### src/rtl/rssb_exec.sv
// -----------------------------------------------------------------------------
// rssb_exec
// Execute/sequencing stage of the RSSB (reverse-subtract-and-skip-if-borrow)
// one-instruction processor. It owns the program counter and the accumulator.
//
// Every instruction takes exactly three cycles:
//   FETCH  - present pc to the synchronous program ROM
//   DECODE - latch the operand address; either halt or start the data read
//   EXEC   - compute mem - acc, write it back to data memory and to acc,
//            then advance pc by 1, or by 2 on borrow
//
// Ports:
//   clk, rst        rising-edge clock, asynchronous active-high reset
//   start           begin execution from pc=0 (only looked at in IDLE)
//   rom_addr/data   program ROM address (always pc) and its registered word
//   ram_addr/re     data-memory address and read strobe (data next cycle)
//   ram_rdata       data-memory read data
//   ram_we/wdata    data-memory write enable and write data
//   pc, acc, borrow architectural state
//   instr_done      one-cycle pulse per retired instruction
//   halted          high while in HALT
// -----------------------------------------------------------------------------
module rssb_exec #(
    parameter int                WIDTH     = 8,
    parameter int                ADDR_W    = 8,
    parameter logic [ADDR_W-1:0] HALT_ADDR = {ADDR_W{1'b1}}
) (
    input  logic              clk,
    input  logic              rst,
    input  logic              start,
    output logic [ADDR_W-1:0] rom_addr,
    input  logic [ADDR_W-1:0] rom_data,
    output logic [ADDR_W-1:0] ram_addr,
    output logic              ram_re,
    input  logic [WIDTH-1:0]  ram_rdata,
    output logic              ram_we,
    output logic [WIDTH-1:0]  ram_wdata,
    output logic [ADDR_W-1:0] pc,
    output logic [WIDTH-1:0]  acc,
    output logic              borrow,
    output logic              instr_done,
    output logic              halted
);

    typedef enum logic [2:0] {
        ST_IDLE   = 3'd0,
        ST_FETCH  = 3'd1,
        ST_DECODE = 3'd2,
        ST_EXEC   = 3'd3,
        ST_HALT   = 3'd4
    } state_t;

    state_t             state_reg, state_next;
    logic [ADDR_W-1:0]  pc_reg, pc_next;
    logic [WIDTH-1:0]   acc_reg, acc_next;
    logic               borrow_reg, borrow_next;
    logic [ADDR_W-1:0]  ir_reg, ir_next;
    // Last driven memory address / write data, so both hold between strobes.
    logic [ADDR_W-1:0]  ram_addr_reg;
    logic [WIDTH-1:0]   ram_wdata_reg;

    logic [WIDTH-1:0]   diff;
    logic               sub_borrow;

    // Reverse subtract: memory minus accumulator, borrow is the unsigned compare.
    assign diff       = ram_rdata - acc_reg;
    assign sub_borrow = (ram_rdata < acc_reg);

    always_ff @(posedge clk or posedge rst) begin
        if (rst) begin
            state_reg     <= ST_IDLE;
            pc_reg        <= '0;
            acc_reg       <= '0;
            borrow_reg    <= 1'b0;
            ir_reg        <= '0;
            ram_addr_reg  <= '0;
            ram_wdata_reg <= '0;
        end else begin
            state_reg     <= state_next;
            pc_reg        <= pc_next;
            acc_reg       <= acc_next;
            borrow_reg    <= borrow_next;
            ir_reg        <= ir_next;
            ram_addr_reg  <= ram_addr;
            ram_wdata_reg <= ram_wdata;
        end
    end

    always_comb begin
        state_next  = state_reg;
        pc_next     = pc_reg;
        acc_next    = acc_reg;
        borrow_next = borrow_reg;
        ir_next     = ir_reg;
        ram_addr    = ram_addr_reg;
        ram_wdata   = ram_wdata_reg;
        ram_re      = 1'b0;
        ram_we      = 1'b0;
        instr_done  = 1'b0;
        halted      = 1'b0;

        unique case (state_reg)
            ST_IDLE: begin
                if (start) begin
                    state_next = ST_FETCH;
                end
            end
            ST_FETCH: begin
                // rom_addr is pc at all times; this cycle only waits for ROM.
                state_next = ST_DECODE;
            end
            ST_DECODE: begin
                ir_next = rom_data;
                if (rom_data == HALT_ADDR) begin
                    state_next = ST_HALT;
                end else begin
                    // Address comes straight from the ROM word so the data
                    // read completes in time for EXEC.
                    ram_addr   = rom_data;
                    ram_re     = 1'b1;
                    state_next = ST_EXEC;
                end
            end
            ST_EXEC: begin
                ram_addr    = ir_reg;
                ram_wdata   = diff;
                ram_we      = 1'b1;
                instr_done  = 1'b1;
                acc_next    = diff;
                borrow_next = sub_borrow;
                // Skip the next instruction on borrow; wraps modulo 2^ADDR_W.
                pc_next     = pc_reg + {{(ADDR_W-1){1'b0}}, 1'b1}
                                     + {{(ADDR_W-1){1'b0}}, sub_borrow};
                state_next  = ST_FETCH;
            end
            ST_HALT: begin
                halted = 1'b1;
            end
            default: begin
                state_next = ST_IDLE;
            end
        endcase
    end

    assign rom_addr = pc_reg;
    assign pc       = pc_reg;
    assign acc      = acc_reg;
    assign borrow   = borrow_reg;

endmodule

### config.mk
export PLATFORM = sky130hd
export DESIGN_NAME = rssb_exec
export DESIGN_NICKNAME = d
export VERILOG_FILES = /design/src/rtl/rssb_exec.sv
export SDC_FILE = /design/constraint.sdc
export NUM_CORES = 1
export LEC_CHECK = 0
export ABC_CLOCK_PERIOD_IN_PS = 7900
export CORE_UTILIZATION = 51
export DETAILED_ROUTE_END_ITERATION = 8
export GPL_TIMING_DRIVEN = 0
export MAX_ROUTING_LAYER = met4
export PLACE_DENSITY = 0.85
export SYNTH_ARGS = -nofsm -noshare
export SYNTH_HDL_FRONTEND = slang
export SYNTH_SLANG_ARGS = --single-unit
### constraint.sdc
create_clock -name clk -period 7.9 [get_ports clk]
set_clock_uncertainty 0.15 [all_clocks]
set_input_delay 1.185 -clock clk [delete_from_list [all_inputs] [get_ports clk]]
set_output_delay 1.185 -clock clk [all_outputs]
set_load 0.005 [all_outputs]
=== Yosys cells after proc, flatten, opt, wreduce, memory -nomap -nowiden ===
Cells that the tools add are included.

* Bits of input ports: 19
* Output and inout bits: 45
* Register bits: 44

* Multiplexer cells: 10
* Order comparisons: 1
* Bitwise operators: 1
* Eq/ne operators: 6
* Reduce and logical (&&, ||, !) cells: 2
* $add $sub $neg: 3

{| class="wikitable"
|+ Operators with widths
! kind !! count
|-
| 8-bit 2-to-1 mux || 2
|-
| 8-bit one-hot mux with 2 select lines || 1
|-
| 3-bit one-hot mux with 5 select lines || 1
|-
| 8-bit by 1-bit adder with 8-bit output || 1
|-
| 8-bit by 1-bit adder with 8-bit output, second input constant || 1
|-
| 8-bit equality test, second input constant || 1
|-
| 8-bit less-than comparator || 1
|-
| 8-bit subtractor || 1
|-
| 3-bit by 2-bit equality test with 1-bit output, second input constant || 2
|-
| 3-bit 2-to-1 mux || 2
|-
| 1-bit 2-to-1 mux || 4
|-
| 3-bit by 1-bit equality test with 1-bit output, second input constant || 1
|-
| 3-bit equality test, second input constant || 1
|-
| 3-bit zero test || 1
|-
| 2-bit inequality test, second input constant || 1
|-
| 2-bit AND reduction || 1
|-
| 1-bit inverter || 1
|}

=== Depth between registers and ports, before layout ===
Gate-level depths: netlist of run 1.

* Word-level depth: 3
* Mapped depth: 13

=== Least setup slack after synthesis of run 1 ===
OpenSTA, ideal clock, no wires.

* Path kind: input port to output port
* From: input port ram_rdata[0]
* To: output port ram_wdata[6]
* Cell stages on the path: 8
* Required time: 6.565 ns
* Buffers on the path: 0
* Slack: 3.946 ns
* Data arrival time: 2.619 ns
* Cells stage by stage: inv_1 ha_1 fa_1 nor2b_1 o31a_1 o21ai_1 nor3b_1 o31ai_1

* Cells in the longest elaborated chain, start to end: 2

{| class="wikitable"
|+ RTL lines
! element !! RTL line !! RTL
|-
| start, declared || 35 || <nowiki>input logic [WIDTH-1:0] ram_rdata,</nowiki>
|-
| 8-bit subtractor || 66 || <nowiki>assign diff = ram_rdata - acc_reg;</nowiki>
|-
| 8-bit 2-to-1 mux || 102 || <nowiki>unique case (state_reg)</nowiki>
|-
| end, declared || 37 || <nowiki>output logic [WIDTH-1:0] ram_wdata,</nowiki>
|}

Every way passes these cells.

=== Worst setup path after layout of run 1 ===
Ends and elaborated chain as after synthesis.

==> results of run 1 <==
kinds of logic (layout without fill, tap and decap cells):
logic type,after synthesis,in the layout
fa+ha+maj,11,11
flops,44,44
xor+xnor,6,6
simple gates,54,54
buf+inv,39,109
mux,9,9
compound gates,47,47
routing by layer:
layer	vias up	routed length (um)	track usage, %
met5	-	0	-
met2	59	2304	36.64
met4	0	72	10.16
li1	864	-	-
met3	6	232	5.167
met1	865	2004	27.24
path summary, 6_finish.rpt:
kind,from,to
worst max-delay path,ram_rdata[0],ram_wdata[6]
worst min-delay path,ram_wdata_reg[3],ram_wdata_reg[3]
max in group asynchronous,rst,ram_wdata_reg[2]
min in group asynchronous,rst,pc[6]
worst max register to register,acc[0],pc[6]
worst min register to register,ram_wdata_reg[3],ram_wdata_reg[3]
worst reg2reg max path, cell delays in order (launching register included):
cell     delay, ns
dfrtp_1       0.41
ha_1          0.23
fa_1          0.39
nor2b_1       0.22
o31a_1        0.19
o21ai_1       0.10
o21ai_0       0.24
ha_1          0.24
inv_1         0.05
ha_1          0.19
nand4_1       0.13
nor2_1        0.07
xor2_1        0.14
final cells by class:
cell class | instances | area, um2
Clock inverter | 2 | 60.06
Tap cell | 50 | 62.56
Sequential cell | 44 | 1101
Timing Repair Buffer | 63 | 630.6
Buffer | 15 | 106.4
Fill cell | 317 | 1045
Inverter | 24 | 90.09
Multi-Input combinational cell | 127 | 922.1
Clock buffer | 5 | 68.82
cells in the mapped netlist, drive strengths merged:
cell / n
nor4: 1
nand3: 3
nand2b: 2
o21a: 2
a222oi: 8
mux2i: 1
nor3: 5
a31oi: 1
nor2b: 4
o31ai: 2
and2: 1
nand3b: 1
a21oi: 6
ha: 10
a21o: 9
xor2: 3
a21boi: 1
inv: 24
or2: 1
xnor2: 3
dfrtp: 44
and3: 3
buf: 12
or4: 1
fa: 1
or2b: 2
o21ai: 12
o31a: 2
nand4: 3
and2b: 1
clkbuf: 3
nor3b: 3
o2111ai: 1
nor2: 7
a211oi: 2
mux2: 8
o211ai: 1
nand2: 16
where the power goes:
group | internal, mW | switching [mW] | total, mW
Combinational | 0.434 | 0.316 | 0.750
Sequential | 0.336 | 0.0705 | 0.407
Clock | 0.124 | 0.0731 | 0.198
Total | 0.895 | 0.459 | 1.35
stage by stage:
step / cell area [um2] / hold WS [ns] / worst slack [ns] / instances
2_1_floorplan: 2220 / 0.2980 / 3.946 / 210
4_1_cts: 3042 / 0.3302 / 2.683 / 330
5_1_grt: 3042 / 0.3422 / 2.520 / 330
3_5_place_dp: 2913 / 0.3118 / 2.713 / 323
6_report: 3042 / 0.3237 / 2.688 / 330
3_3_place_gp: 2913 / 0.3042 / 2.768 / 323
==> impl_metrics.tcl, run 1 <==
set metrics [dict create \
    postCtsSetupBuffers 0 \
    grt_usage_pct 22.79 \
    drcViolationCount 0 \
    fin_crit_sh_pct 65.97 \
    p_total_mw 1.354 \
    p_leak_nw 1.434 \
    clkLatencyLatePin_ns 0.30 \
    synthMuxAreaShare_pct 4.510 \
    yosysSeqAreaShare_pct 49.61 \
    synth-simple-area-share_pct 13.19 \
    rsz0062_at_grt "false" \
    cts_resized 0 \
    end_kind "output port" \
    drive_gt1_share_pct 11.79 \
    slowest_stage "clkdlybuf4s50_1" \
    syn-num-nets 240 \
    ys_warn_count 0 \
    worstSetupPathType "primary input to output port" \
    hold_viol 0 \
    antenna_found_initial 0 \
    final_common_cell "clkdlybuf4s50_1" \
    ant_nets 0 \
    tightest_slew_ns 0.8838 \
    ctsHtreeMaxLevel 2 \
    fp-row-count 23 \
    maxCapViolCount 0 \
    wl_per_cell_um 13.98 \
    cts_tree "built" \
    clockBufferDepth 2 \
    ff2ff_setup_slack_ns 5.06 \
    dr_total_vias 1794 \
    routed_wl_um 4614 \
    final.setup.tns_ns 0 \
    synth_seq_cells 44 \
    synthXorXnorAreaFrac_pct 2.368 \
    syn_avg_cell_area_um2 10.57 \
    required_ns 6.57 \
    clk_pin_slew_ns 0.07 \
    synthAdderAreaFrac_pct 6.539 \
    pwr_density_cell_mw_per_mm2 445.1 \
    path_max_fanout 3 \
    setup_viol 0 \
    cts_root_buf "clkbuf_8" \
    synthesis.area_mm2 0.002220 \
    start_kind "primary input" \
    via_per_inst 5.436 \
    dieArea_mm2 0.004620 \
    overflow 0 \
    mostFrequentLayoutCells "clkdlybuf4s50_1, dfrtp_1, inv_1, nand2_1" \
    synth_top_family_by_area "compound AO/OA/AOI/OAI gates" \
    die_w_um 67.97 \
    syn-instance-count 210 \
    synth_area_leaders "dfrtp_1, ha_1, inv_1" \
    first_pass_iters 4 \
    port_buffers 63 \
    grt_max_degree 45 \
    cp_slowest_stage_delay_ns 0.57 \
    holdPathStages 1 \
    max_freq_ghz 0.1919 \
    area_growth_pct 37.04 \
    hpwl_um 3272 \
    die_y_um 67.97 \
    grt_first_pass_wirelength_um 7458 \
    relSlewSlack_pct 40.99 \
    status "complete, no violations" \
    hold_buffers 0 \
    initial_core_util_pct 54.32 \
    r2r_cells 12 \
    critPathMostFrequentCell "clkdlybuf4s50_1" \
    antennaDiodeCount 0 \
    routabilityCongestion 0.7642 \
    period_minus_slack_ns 5.212 \
    crit_buf_inv 3 \
    cts.sinks 44 \
    drv_slew 0 \
    synth_top_area_cell "dfrtp_1" \
    core_area_mm2 0.004086 \
    path_depth 10 \
    layout.nets 310 \
    irDropWorstVdd_mv 0.2869 \
    holdCritPathClass "flop to flop" \
    drt_iter0_markers 102 \
    utilization_pct 74.43 \
    cts_made_buffers 5 \
    synth_top_area_share_pct 49.61 \
    cp.arrival_ns 3.88 \
    synth-compound-area-share_pct 14.94 \
    io-pin-count 64 \
    crit_path_cell_trace "clkdlybuf4s50_1 -> inv_1 -> ha_1 -> fa_1 -> nor2b_1 -> o31a_1 -> o21ai_1 -> nor3b_1 -> o31ai_1 -> clkdlybuf4s50_1" \
    ys_types 44 \
    cp_top_family "buffers and inverters" \
    grt_pass1_vias 1745 \
]
No activity file was read; power rests on OpenSTA's default activity.
==> run 2: changes to the inputs <==
ABC_CLOCK_PERIOD_IN_PS = 4960   (was 7900)
CORE_UTILIZATION = 47   (was 51)
PLACE_DENSITY = 0.79   (was 0.85)
clock period = 4.96 ns   (was 7.9 ns; I/O delays follow)
==> run 2 against run 1 <==
The run now ends with DRC left. Via count shrank 3.2%. Global-route usage is 2.7 points lower. Sequential power increased by 59%. Hold slack is essentially flat. First-iteration DRC count decreased by 0.98%. Critical path type unchanged. Largest cell class unchanged. Largest power group unchanged.
==> impl_metrics.tcl, run 2 (synthesis results as in run 1) <==
set metrics [dict create \
    p_leak_nw 1.434 \
    hold_viol 0 \
    relSlewSlack_pct 39.65 \
    die_w_um 70.72 \
    antenna_found_initial 0 \
    grt_usage_pct 20.08 \
    fin_crit_sh_pct 86.56 \
    ff2ff_setup_slack_ns 2.09 \
    postCtsSetupBuffers 0 \
    drcViolationCount 8 \
    dr_total_vias 1737 \
    initial_core_util_pct 49.94 \
    end_kind "output port" \
    cts_tree "built" \
    die_y_um 70.72 \
    mostFrequentLayoutCells "clkdlybuf4s50_1, dfrtp_1, inv_1, nand2_1" \
    violations "DRC" \
    grt_max_degree 45 \
    cts.sinks 44 \
    maxCapViolCount 0 \
    final_common_cell "clkdlybuf4s50_1" \
    cts_made_buffers 5 \
    required_ns 4.07 \
    wl_per_cell_um 13.74 \
    irDropWorstVdd_mv 0.3793 \
    path_max_fanout 3 \
    overflow 0 \
    drt_iter0_markers 101 \
    final.setup.tns_ns 0 \
    utilization_pct 68.44 \
    max_freq_ghz 0.2329 \
    fp-row-count 24 \
    hold_buffers 0 \
    dieArea_mm2 0.005001 \
    cts_root_buf "clkbuf_8" \
    status "finished, violations left" \
    cts_resized 0 \
    grt_pass1_vias 1660 \
    area_growth_pct 37.04 \
    via_per_inst 5.216 \
    cp.arrival_ns 3.40 \
    routabilityCongestion 0.8388 \
    ctsHtreeMaxLevel 2 \
    setup_viol 0 \
    first_pass_iters 7 \
    drive_gt1_share_pct 12.10 \
    clk_pin_slew_ns 0.08 \
    io-pin-count 64 \
    start_kind "primary input" \
    routed_wl_um 4577 \
    core_area_mm2 0.004444 \
    port_buffers 63 \
    clkLatencyLatePin_ns 0.30 \
    holdCritPathClass "flop to flop" \
    hpwl_um 3390 \
    rsz0062_at_grt "false" \
    grt_first_pass_wirelength_um 7603 \
    ant_nets 0 \
    pwr_density_cell_mw_per_mm2 701.2 \
    drv_slew 0 \
    clockBufferDepth 2 \
    tightest_slew_ns 0.9039 \
    worstSetupPathType "primary input to output port" \
    antennaDiodeCount 0 \
    period_minus_slack_ns 4.293 \
    layout.nets 310 \
]
## run 2: worst max-delay path, stage by stage
cell,delay [ns]
clkdlybuf4s50_1,0.46
inv_1,0.04
ha_1,0.24
fa_1,0.42
nor2b_1,0.21
o31a_1,0.17
o21ai_1,0.09
nor3b_1,0.17
o31ai_1,0.28
clkdlybuf4s50_1,0.57
## run 2: through the flow
stage	total power, mW	area (um2)	std cells	setup WS (ns)	hold WS (ns)
6_report	2.133	3042	333	0.6668	0.3238
5_1_grt	2.294	3042	333	0.5417	0.3634
4_1_cts	2.153	3042	333	0.6457	0.3307
2_1_floorplan	1.276	2220	210	1.888	0.2980
3_5_place_dp	1.849	2915	325	0.6564	0.3108
3_3_place_gp	1.807	2915	325	0.6988	0.3064
## run 2: routing by layer
metal  part of all wire, %  global-route usage, %
met1                    46                  26.19
met2                    48                  31.20
met3                   4.1                  4.558
met4                   1.0                  6.667
met5                     0                      -
## run 2: layout make-up
class / count / area (um2)
Sequential cell: 44 / 1101
Fill cell: 356 / 1403
Inverter: 24 / 90.09
Tap cell: 52 / 65.06
Buffer: 15 / 106.4
Multi-Input combinational cell: 127 / 922.1
Clock buffer: 7 / 96.34
Clock inverter: 1 / 30.03
Timing Repair Buffer: 63 / 630.6
## run 2: worst paths after layout
path | from | to | cells after the start
min in group asynchronous | rst | ram_addr_reg[5] | 2
min | ram_wdata_reg[3] | ram_wdata_reg[3] | 1
max in group asynchronous | rst | acc[2] | 2
max | ram_rdata[0] | ram_wdata[6] | 10
max reg2reg | acc[0] | pc[6] | 12
min reg2reg | ram_wdata_reg[3] | ram_wdata_reg[3] | 1
## run 2: report_power, final
group / internal (mW) / total (mW) / switching (mW)
Sequential: 0.535 / 0.648 / 0.112
Combinational: 0.693 / 1.19 / 0.494
Clock: 0.178 / 0.298 / 0.121
Total: 1.41 / 2.13 / 0.727
